File: src/rtl/mmio_bus_if.sv
// CPU-side MMIO request/response channel.
// One request in flight; completion is a one-cycle ready pulse.
interface mmio_bus_if;
  logic        cpu_valid_i;
  logic        cpu_ready_o;
  logic [31:0] cpu_addr_i;
  logic [31:0] cpu_wdata_i;
  logic [3:0]  cpu_wstrb_i;
  logic [31:0] cpu_rdata_o;

  modport master (
    output cpu_valid_i,
    output cpu_addr_i,
    output cpu_wdata_i,
    output cpu_wstrb_i,
    input  cpu_ready_o,
    input  cpu_rdata_o
  );

  modport slave (
    input  cpu_valid_i,
    input  cpu_addr_i,
    input  cpu_wdata_i,
    input  cpu_wstrb_i,
    output cpu_ready_o,
    output cpu_rdata_o
  );
endinterface

File: src/rtl/mmio_bus.sv
// MMIO decoder: routes one CPU request to a peripheral slot,
// with a wait timeout, error response and sticky error flag.
module mmio_bus #(
  parameter int          NSLOTS   = 8,
  parameter logic [31:0] BASE     = 32'h8000_0000,
  parameter int          TIMEOUT  = 255,
  parameter logic [31:0] ERR_DATA = 32'hDEAD_BEEF
) (
  input  logic                   clk_i,
  input  logic                   rst_ni,
  mmio_bus_if.slave              cpu,
  output logic [NSLOTS-1:0]      per_select_o,
  output logic [31:0]            per_addr_o,
  output logic [31:0]            per_wdata_o,
  output logic [3:0]             per_wstrb_o,
  input  logic [NSLOTS-1:0]      per_ready_i,
  input  logic [NSLOTS*32-1:0]   per_rdata_i,
  output logic                   err_o,
  input  logic                   err_clr_i
);

  localparam int CW = $clog2(TIMEOUT + 1);
  localparam logic [CW-1:0] TO_LAST = CW'(TIMEOUT - 1);
  localparam logic [4:0] NS = 5'(NSLOTS);

  localparam logic [1:0] S_IDLE = 2'd0;
  localparam logic [1:0] S_WAIT = 2'd1;
  localparam logic [1:0] S_RESP = 2'd2;
  localparam logic [1:0] S_ERR  = 2'd3;

  logic [1:0]    state_q;
  logic [1:0]    state_d;
  logic [CW-1:0] cnt_q;
  logic [3:0]    slot_q;
  logic [3:0]    slot_in;
  logic [3:0]    wstrb_q;
  logic [31:0]   addr_q;
  logic [31:0]   wdata_q;
  logic [31:0]   rdata_q;
  logic          err_q;
  logic          hit;
  logic [15:0]   rdy_all;
  logic [511:0]  rd_all;
  logic          slv_rdy;
  logic [31:0]   slv_data;
  logic          in_wait;

  assign slot_in = cpu.cpu_addr_i[11:8];
  assign hit = (cpu.cpu_addr_i[31:12] == BASE[31:12])
            && ({1'b0, slot_in} < NS);

  // Pad slot vectors to 16 so the 4-bit slot index is always legal.
  assign rdy_all  = 16'(per_ready_i);
  assign rd_all   = 512'(per_rdata_i);
  assign slv_rdy  = rdy_all[slot_q];
  assign slv_data = rd_all[{slot_q, 5'b0} +: 32];
  assign in_wait  = (state_q == S_WAIT);

  // Next-state logic; ready in the last wait cycle beats timeout.
  always_comb begin
    state_d = state_q;
    unique case (state_q)
      S_IDLE: begin
        if (cpu.cpu_valid_i) begin
          state_d = hit ? S_WAIT : S_ERR;
        end
      end
      S_WAIT: begin
        if (slv_rdy) begin
          state_d = S_RESP;
        end else if (cnt_q == TO_LAST) begin
          state_d = S_ERR;
        end
      end
      S_RESP:  state_d = S_IDLE;
      S_ERR:   state_d = S_IDLE;
      default: state_d = S_IDLE;
    endcase
  end

  // State, request latches, saturating wait counter, error flag.
  always_ff @(posedge clk_i or negedge rst_ni) begin
    if (!rst_ni) begin
      state_q <= S_IDLE;
      cnt_q   <= '0;
      slot_q  <= '0;
      wstrb_q <= '0;
      addr_q  <= '0;
      wdata_q <= '0;
      rdata_q <= '0;
      err_q   <= 1'b0;
    end else begin
      state_q <= state_d;
      if (state_q == S_IDLE && cpu.cpu_valid_i) begin
        addr_q  <= cpu.cpu_addr_i;
        wdata_q <= cpu.cpu_wdata_i;
        wstrb_q <= cpu.cpu_wstrb_i;
        slot_q  <= slot_in;
        cnt_q   <= '0;
      end else if (in_wait && !slv_rdy && cnt_q != '1) begin
        cnt_q <= cnt_q + CW'(1);
      end
      if (in_wait && slv_rdy) begin
        rdata_q <= slv_data;
      end
      if (state_d == S_ERR) begin
        err_q <= 1'b1;
      end else if (err_clr_i) begin
        err_q <= 1'b0;
      end
    end
  end

  assign cpu.cpu_ready_o = (state_q == S_RESP)
                        || (state_q == S_ERR);
  assign cpu.cpu_rdata_o = (state_q == S_RESP) ? rdata_q
                         : (state_q == S_ERR)  ? ERR_DATA
                         : 32'h0;

  assign per_select_o = in_wait ? NSLOTS'(16'd1 << slot_q)
                                : '0;
  assign per_wstrb_o  = in_wait ? wstrb_q : 4'b0;
  assign per_addr_o   = addr_q;
  assign per_wdata_o  = wdata_q;
  assign err_o        = err_q;

endmodule

File: src/flat_wrapper.sv
// flat-port wrapper written by rule: the top's interface ports become plain ports
module mmio_bus_flat 
#(
  parameter int          NSLOTS   = 8,
  parameter logic [31:0] BASE     = 32'h8000_0000,
  parameter int          TIMEOUT  = 255,
  parameter logic [31:0] ERR_DATA = 32'hDEAD_BEEF
)
  (clk_i, rst_ni, per_select_o, per_addr_o, per_wdata_o, per_wstrb_o, per_ready_i, per_rdata_i, err_o, err_clr_i, cpu_cpu_valid_i, cpu_cpu_addr_i, cpu_cpu_wdata_i, cpu_cpu_wstrb_i, cpu_cpu_ready_o, cpu_cpu_rdata_o);
  mmio_bus_if cpu_i ();
  input  logic clk_i;
  input  logic rst_ni;
  output logic [NSLOTS-1:0] per_select_o;
  output logic [31:0] per_addr_o;
  output logic [31:0] per_wdata_o;
  output logic [3:0] per_wstrb_o;
  input  logic [NSLOTS-1:0] per_ready_i;
  input  logic [NSLOTS*32-1:0] per_rdata_i;
  output logic err_o;
  input  logic err_clr_i;
  input wire logic [$bits(cpu_i.cpu_valid_i)-1:0] cpu_cpu_valid_i;
  input wire logic [$bits(cpu_i.cpu_addr_i)-1:0] cpu_cpu_addr_i;
  input wire logic [$bits(cpu_i.cpu_wdata_i)-1:0] cpu_cpu_wdata_i;
  input wire logic [$bits(cpu_i.cpu_wstrb_i)-1:0] cpu_cpu_wstrb_i;
  output wire logic [$bits(cpu_i.cpu_ready_o)-1:0] cpu_cpu_ready_o;
  output wire logic [$bits(cpu_i.cpu_rdata_o)-1:0] cpu_cpu_rdata_o;
  assign cpu_i.cpu_valid_i = cpu_cpu_valid_i;
  assign cpu_i.cpu_addr_i = cpu_cpu_addr_i;
  assign cpu_i.cpu_wdata_i = cpu_cpu_wdata_i;
  assign cpu_i.cpu_wstrb_i = cpu_cpu_wstrb_i;
  assign cpu_cpu_ready_o = cpu_i.cpu_ready_o;
  assign cpu_cpu_rdata_o = cpu_i.cpu_rdata_o;
  mmio_bus #(.NSLOTS(NSLOTS), .BASE(BASE), .TIMEOUT(TIMEOUT), .ERR_DATA(ERR_DATA)) u_core (.clk_i(clk_i), .rst_ni(rst_ni), .cpu(cpu_i), .per_select_o(per_select_o), .per_addr_o(per_addr_o), .per_wdata_o(per_wdata_o), .per_wstrb_o(per_wstrb_o), .per_ready_i(per_ready_i), .per_rdata_i(per_rdata_i), .err_o(err_o), .err_clr_i(err_clr_i));
endmodule
File: config.mk
export PLATFORM = sky130hd
export DESIGN_NAME = mmio_bus_flat
export DESIGN_NICKNAME = d
export VERILOG_FILES = /design/src/rtl/mmio_bus_if.sv /design/src/rtl/mmio_bus.sv /design/src/flat_wrapper.sv
export SDC_FILE = /design/constraint.sdc
export NUM_CORES = 1
export LEC_CHECK = 0
export ABC_AREA = 1
export CAP_MARGIN = 0
export CORE_AREA = 2 2 176 178
export DETAILED_ROUTE_END_ITERATION = 8
export DIE_AREA = 0 0 178 180
export SLEW_MARGIN = 20
export SYNTH_ARGS = -nofsm -noshare
export SYNTH_HDL_FRONTEND = slang
export SYNTH_SLANG_ARGS = --single-unit
export TNS_END_PERCENT = 20
File: constraint.sdc
create_clock -name clk_i -period 2.45 [get_ports clk_i]
set_input_delay 0.735 -clock clk_i [delete_from_list [all_inputs] [get_ports clk_i]]
set_output_delay 0.735 -clock clk_i [all_outputs]
set_load 0.02 [all_outputs]
# Yosys cells after proc, flatten, opt, wreduce, memory -nomap -nowiden
# Cells that the tools add are included.
[totals] reg_bits=115
[op_classes] n_lt_le_gt_ge=2 muxes=15 n_eq_ne=7 shifts=2 add_sub_neg=1 n_reduce_logical=11
[ops] operator="512-bit by 10-bit variable part select with 32-bit output" count=1
[ops] operator="32-bit 2-to-1 mux" count=2
[ops] operator="8-bit 2-to-1 mux" count=3
[ops] operator="20-bit equality test (second input constant)" count=1
[ops] operator="8-bit by 1-bit adder with 8-bit output (second input constant)" count=1
[ops] operator="8-bit equality test (second input constant)" count=1
[ops] operator="2-bit 2-to-1 mux" count=4
[ops] operator="8-bit != test (second input constant)" count=1
[ops] operator="1-bit by 4-bit left shift with 8-bit output (first input constant)" count=1
[ops] operator="2-bit equality test (second input constant)" count=3
[ops] operator="2-bit one-hot mux with 3 select lines" count=1
[ops] operator="1-bit logical AND" count=5
[ops] operator="4-bit by 5-bit < comparator with 1-bit output (second input constant)" count=1
[ops] operator="1-bit binary-select mux with 4-bit select" count=1
[ops] operator="4-bit < comparator (second input constant)" count=1
[ops] operator="4-bit 2-to-1 mux" count=1
[ops] operator="2-bit nonzero test" count=2
[ops] operator="1-bit 2-to-1 mux" count=3
[ops] operator="2-bit by 1-bit equality test with 1-bit output (second input constant)" count=1
[ops] operator="2-bit logical NOT" count=1
[ops] operator="2-bit OR reduction" count=1
[ops] operator="1-bit logical NOT" count=1
[ops] operator="1-bit logical OR" count=1

# Depth between registers and ports, before layout
# Gate-level depths: netlist of the first run.
[logic_depth] ltp_word=7 mapped_depth=13 mapped_depth_nobuf=11

# Worst setup path before layout of the first run
# Ideal clock, no wire load.
[synth_path] path_type="register to output" start="register, netlist name u_core.per_addr_o[8]" end="output port per_select_o[1]" stages_incl_launch_ff=8 n_path_buf=3 t_arrival_ns=1.425 setup_slack_ns=0.290 path_cell_list="dfrtp_1 buf_6 inv_4 nor2_2 buf_4 buf_2 inv_1 nor2_1"
[synth_lines] item="end: declaration" line="flat_wrapper.sv:13" text="output logic [NSLOTS-1:0] per_select_o;"

# Final worst setup path of the first run
[layout_path] start="register u_core.state_q[1]" end="output port per_wstrb_o[3]"
[layout_via] elab_chain_cells=2
[layout_rtl] item="start: declaration" line="mmio_bus.sv:31" text="logic [1:0] state_q;"
[layout_rtl] item="start signal: assignment" line="mmio_bus.sv:93" text="state_q <= state_d;"
[layout_rtl] item="2-bit by 1-bit equality test with 1-bit output" line="mmio_bus.sv:57" text="assign in_wait = (state_q == S_WAIT);"
[layout_rtl] item="4-bit 2-to-1 mux" line="mmio_bus.sv:122" text="assign per_wstrb_o = in_wait ? wstrb_q : 4'b0;"
[layout_rtl] item="end: declaration" line="flat_wrapper.sv:16" text="output logic [3:0] per_wstrb_o;"
# Every way passes these cells.

==> results_dict.tcl, run 1 <==
set metrics [dict create \
    die_y_um 180 \
    yosysTopAreaCellShare 0.399 \
    cts_resized 49 \
    slew_headroom 0.469 \
    final_area_um2 12100 \
    cts_buffers 9 \
    portBuffers 445 \
    synth_fa_ha_area_frac 0.00359 \
    synth_nets 1350 \
    cts_setup_buffers 0 \
    finalPower_w 0.0128 \
    skew_ns 0.0104 \
    path_buf_inv 2 \
    nets 1769 \
    path_delay_family "buffers and inverters" \
    cts_root_buffer "clkbuf_16" \
    htree_levels 3 \
    reg2reg_depth 10 \
    drc 0 \
    cts_hold_buffers 0 \
    synth_edf_count 0 \
    timing.final.ws_setup_ns 0.0944 \
    cp_cell_sequence "nor2_2, inv_1, nor2_1, dlygate4sd2_1" \
    fillCellCount 3165 \
    postRouteAntennaNets 0 \
    yosysMostFrequentCell "nand2_1" \
    final-setup-viol-count 0 \
    status "complete, no violations" \
    die_area_um2 32000 \
    maxCapViolCount 0 \
    rsz0062_at_grt "yes" \
    clock_latency_ns 0.36 \
    fin_tns_setup_ns 0 \
    syn_avg_cell_area_um2 6.88 \
    muxShareOfSynthArea 0 \
    coreArea_um2 30200 \
    power_leakage_nw 5.59 \
    yosys_warnings 0 \
    place_ws_ns 0.110 \
    post_dp_cell_area_um2 11800 \
    vdd_drop_max_mv 0.632 \
    synth_top_area_cell "dfrtp_1" \
    wirelength_um 30300 \
    yosysUniqueCellTypes 30 \
    drive_gt1_frac 0.0794 \
    path_class "reg -> out" \
    wl_per_cell_um 16.5 \
    p_int_w 0.00663 \
    min-delay-path-class "in -> async" \
    clkTransAtPathRegs_ns 0.08 \
    grt_max_degree 83 \
    cp.required_ns 1.71 \
    synth_compound_area_frac 0.125 \
    worstPathMaxFanout 6 \
    start_kind "flip-flop" \
    drv_slew 0 \
    ff2ff_setup_slack_ns 0.43 \
    final_core_util 0.401 \
    synth_top_family_by_area "simple AND/OR/NAND/NOR gates" \
    grt_pass1_vias 8236 \
    netlist_top_cells_count "nand2_1, dfrtp_1, inv_1" \
    die_w_um 178 \
    grt_pass1_wl_um 45900 \
    vias 8124 \
    routabilityCongestion 0.837 \
    synthXorXnorAreaFrac 0.00629 \
    yosys.area_share.simple 0.376 \
    power.share.clock 0.122 \
    seq_power_share 0.243 \
    tritoncts "built" \
    start_util 0.231 \
    critical_path.max_stage_delay_ns 0.43 \
    grtUsageTotal 0.184 \
    rows 64 \
    tightest_slew_ns 0.796 \
    synth-async-reset-ratio 1.00 \
    p_sw_w 0.00614 \
    pin_count 446 \
    fmax_mhz 425 \
    min_period_ns 2.36 \
    clock_sinks 111 \
    syn_area_um2 6960 \
    end_kind "output pin" \
    period_share 0.961 \
    ys.flop_type "dfrtp_1" \
    hold_viol 0 \
    p_comb_frac 0.635 \
    grt.overflow.total 0 \
    area_growth_pct 73.7 \
    synth-seq-cells 111 \
    post_drt_via_cell_ratio 4.42 \
    switching_share 0.481 \
    antenna_found_initial 5 \
    timing.rr.start "u_core.per_addr_o[8]" \
    ys_seq_area_frac 0.399 \
    first_pass_iters 5 \
    syn_inst 1012 \
    drt_iter0_markers 337 \
    slowest_stage "dfrtp_1" \
    r2r-end "u_core.rdata_q[9]" \
    cp.arrival_ns 1.62 \
    power_density_nw_per_um2 1060 \
    clockBufferDepth 2 \
    synth.top_cells.by_area "dfrtp_1, nand2_1, nand4_1" \
    dp_hpwl_um 23700 \
]
## worst register-to-register path, delay by kind of cell (launching register included)
family / cells / cell delay [ns]
flip-flops: 1 / 0.46
buffers and inverters: 3 / 0.92
AO/OA/AOI/OAI: 1 / 0.05
AND/OR/NAND/NOR: 6 / 0.53
## registers in the layout, indices dropped and copies added (netlist names)
name	cells
u_core.cnt_q	8
u_core.err_o	1
u_core.per_addr_o	32
u_core.per_wdata_o	32
u_core.rdata_q	32
u_core.state_q	2
u_core.wstrb_q	4
## through the flow
stage / instances / hold slack [ns]
2_1_floorplan: 1012 / 0.439
3_3_place_gp: 1816 / 0.461
3_5_place_dp: 1816 / 0.464
4_1_cts: 1832 / 0.219
5_1_grt: 1836 / 0.219
6_report: 1837 / 0.230
## worst max path at each step
stage / cells past startpoint / end / start
4_1_cts: 4 / cpu_cpu_rdata_o[31] / u_core.state_q[1]
2_1_floorplan: 7 / per_select_o[1] / u_core.per_addr_o[8]
3_5_place_dp: 4 / per_select_o[5] / u_core.per_addr_o[11]
6_report: 4 / per_wstrb_o[3] / u_core.state_q[1]
5_1_grt: 5 / per_wstrb_o[3] / u_core.state_q[0]
3_3_place_gp: 4 / per_select_o[6] / u_core.per_addr_o[11]
## logic make-up (layout without fill, tap and decap cells)
group | Yosys count | after routing
compound gates | 118 | 118
xor+xnor | 5 | 5
fa+ha+maj | 2 | 2
buf+inv | 126 | 550
flops | 111 | 111
other cells | 0 | 5
simple gates | 650 | 650
## power groups by stage
stage               clock network, W  registers [W]  logic (W)
floorplan                          0        0.00367    0.00428
global placement                   0        0.00310    0.00840
detailed placement                 0        0.00310    0.00841
CTS                          0.00163        0.00310    0.00826
global route                 0.00169        0.00320    0.00894
finish                       0.00156        0.00310    0.00812
## per-layer routing
layer  global-route usage  vias up  wire [µm]  share of wire
met1                0.213     3692      11900           0.39
met4               0.0633        0        777          0.026
li1                     -     4070          -              -
met3               0.0535       42       2730          0.090
met2                0.321      320      14900           0.49
met5                    0        -          0              0
## final cells by class
cell class,instances,area [µm²],area share
antenna,5,12.5,0.00103
clock buffer,9,225,0.0186
clock inverter,7,88.8,0.00735
inverter,64,248,0.0205
multi-input combinational,775,3580,0.296
sequential,111,2780,0.230
tap,396,495,0.0410
timing repair buffer,470,4660,0.386
## placed cells by master (no fill, tap or decap), drive strengths merged, types with 3 or more instances in the layout
cell type        n
nand2          543
clkdlybuf4s50  399
dfrtp          111
inv             69
nand4           50
a22oi           48
o21ai           46
nor2            41
buf             26
a21oi           24
dlygate4sd2     22
clkbuf          19
nand3           15
clkdlybuf4s15   13
diode            5
xor2             3
No activity file was read; power rests on OpenSTA's default activity.
==> run 2, diff against run 1 <==
Settings changed: CORE_AREA 2 2 176 178 to 2 2 175 177, DIE_AREA 0 0 178 180 to 0 0 177 179.
Clock period 2.45 ns to 2.9 ns, I/O delays scaled along.
==> run 2 against run 1 <==
  * Largest power group unchanged
  * First-iteration DRC count rose by 2.7%
  * Non-clock buffer count increased by 1
  * Utilization increased by 0.58 points
  * Final cell count did not move
  * Sequential power fell by 15%
  * Clock skew is 0.0034 ns higher
==> results_dict.tcl, run 2 (synthesis gave the netlist of run 1 again) <==
set metrics [dict create \
    status "complete, no violations" \
    hold_viol 0 \
    drc 0 \
    final_cells 1837 \
    layout_commonest_cell "nand2_1" \
    worstPathMaxFanout 8 \
    die_area_um2 31700 \
    routabilityCongestion 0.850 \
    min_period_ns 2.80 \
    clock_latency_ns 0.35 \
    nets 1771 \
    grtUsageTotal 0.189 \
    ff_latch_area_um2 2780 \
    cp.arrival_ns 1.93 \
    cts_root_buffer "clkbuf_16" \
    power_density_nw_per_um2 899 \
    skew_ns 0.0138 \
    htree_levels 3 \
    grt_pass1_wl_um 45900 \
    final_core_util 0.406 \
    start_util 0.232 \
    die_w_um 177 \
    rsz0062_at_grt "no" \
    path_class "reg -> out" \
    slew_headroom 0.455 \
    vias 8210 \
    postRouteAntennaNets 0 \
    met3_usage 0.0604 \
    final-setup-viol-count 0 \
    final_cell_mix "nand2_1, clkdlybuf4s50_1, dfrtp_1" \
    rows 64 \
    end_kind "output pin" \
    maxCapViolCount 0 \
    fmax_mhz 357 \
    pin_count 446 \
    cp.required_ns 2.03 \
    finalPower_w 0.0110 \
    power_leakage_nw 5.76 \
    period_share 0.966 \
    drive_gt1_frac 0.0737 \
    top_usage_layer "met2" \
    drt_iter0_markers 346 \
    start_kind "flip-flop" \
    clock_sinks 111 \
    grt_pass1_vias 7824 \
    grt.overflow.total 0 \
    clkTransAtPathRegs_ns 0.09 \
    met2_usage 0.323 \
    clockBufferDepth 2 \
    min-delay-path-class "reg -> reg" \
    multi_input_area_um2 3580 \
    post_drt_via_cell_ratio 4.47 \
    vdd_drop_max_mv 0.534 \
    grt_max_degree 83 \
    die_y_um 179 \
    fillCellCount 3074 \
    cts_hold_buffers 0 \
    tightest_slew_ns 0.818 \
    portBuffers 445 \
    cts_buffers 9 \
    grtUsageMet1 0.223 \
    wirelength_um 31800 \
    tritoncts "built" \
    dp_hpwl_um 24300 \
    area_growth_pct 75.3 \
    dp.cells 1813 \
    first_pass_iters 5 \
    coreArea_um2 30000 \
    wl_per_cell_um 17.3 \
    fin_tns_setup_ns 0 \
    ff2ff_setup_slack_ns 0.66 \
    antenna_found_initial 3 \
    drv_slew 0 \
]
==> run 2: worst max-delay path: stages, from the launching register on <==
cell and delay [ns]:
dfrtp_1 0.40, inv_2 0.15, nand2_2 0.22, nor2_1 0.19
clkdlybuf4s50_1 0.62
==> run 2: path summary, 6_finish.rpt <==
check	startpoint	depth (start not counted)	endpoint
setup / recovery	u_core.state_q[0]	4	cpu_cpu_rdata_o[8]
hold / removal	u_core.per_wdata_o[7]	2	u_core.per_wdata_o[7]
setup reg to reg	u_core.per_addr_o[8]	9	u_core.rdata_q[10]
hold reg to reg	u_core.per_wdata_o[7]	2	u_core.per_wdata_o[7]
max in group asynchronous	rst_ni	2	u_core.per_addr_o[0]
min in group asynchronous	rst_ni	1	u_core.per_addr_o[10]
==> run 2: metrics by stage <==
stage / hold WS, ns / setup WS, ns / area (µm²)
CTS: 0.487 / 0.0277 / 12200
global placement: 0.461 / 0.286 / 11800
detailed placement: 0.464 / 0.186 / 11800
global route: 0.499 / 0.000808 / 12200
floorplan: 0.486 / 0.605 / 6960
finish: 0.484 / 0.0980 / 12200
==> run 2: cell type report <==
type	instances	share of cell area
diodes	3	0.000615
clock buffers	9	0.0185
clock inverters	7	0.00697
inverters	64	0.0206
multi-input cells	775	0.293
flip-flops and latches	111	0.228
well taps	396	0.0406
repair buffers	471	0.391
repair inverters	1	0.000615
==> run 2: repair_timing <==
item                                    CTS  global route
gates cloned                              1             0
endpoints found under the setup margin   37            15
buffers inserted                          4             0
resized for setup                        12            15
==> run 2: power by group <==
part / internal (W) / total [W] / switching [W]
sequential: 0.00225 / 0.00264 / 0.000394
clock: 0.000618 / 0.00129 / 0.000671
combinational: 0.00283 / 0.00704 / 0.00421
total: 0.00570 / 0.0110 / 0.00527
==> run 2: routing by layer <==
metal | part of all wire | wire [µm]
met2 | 0.48 | 15400
met1 | 0.40 | 12600
met4 | 0.028 | 884
met3 | 0.090 | 2880
met5 | 0 | 0
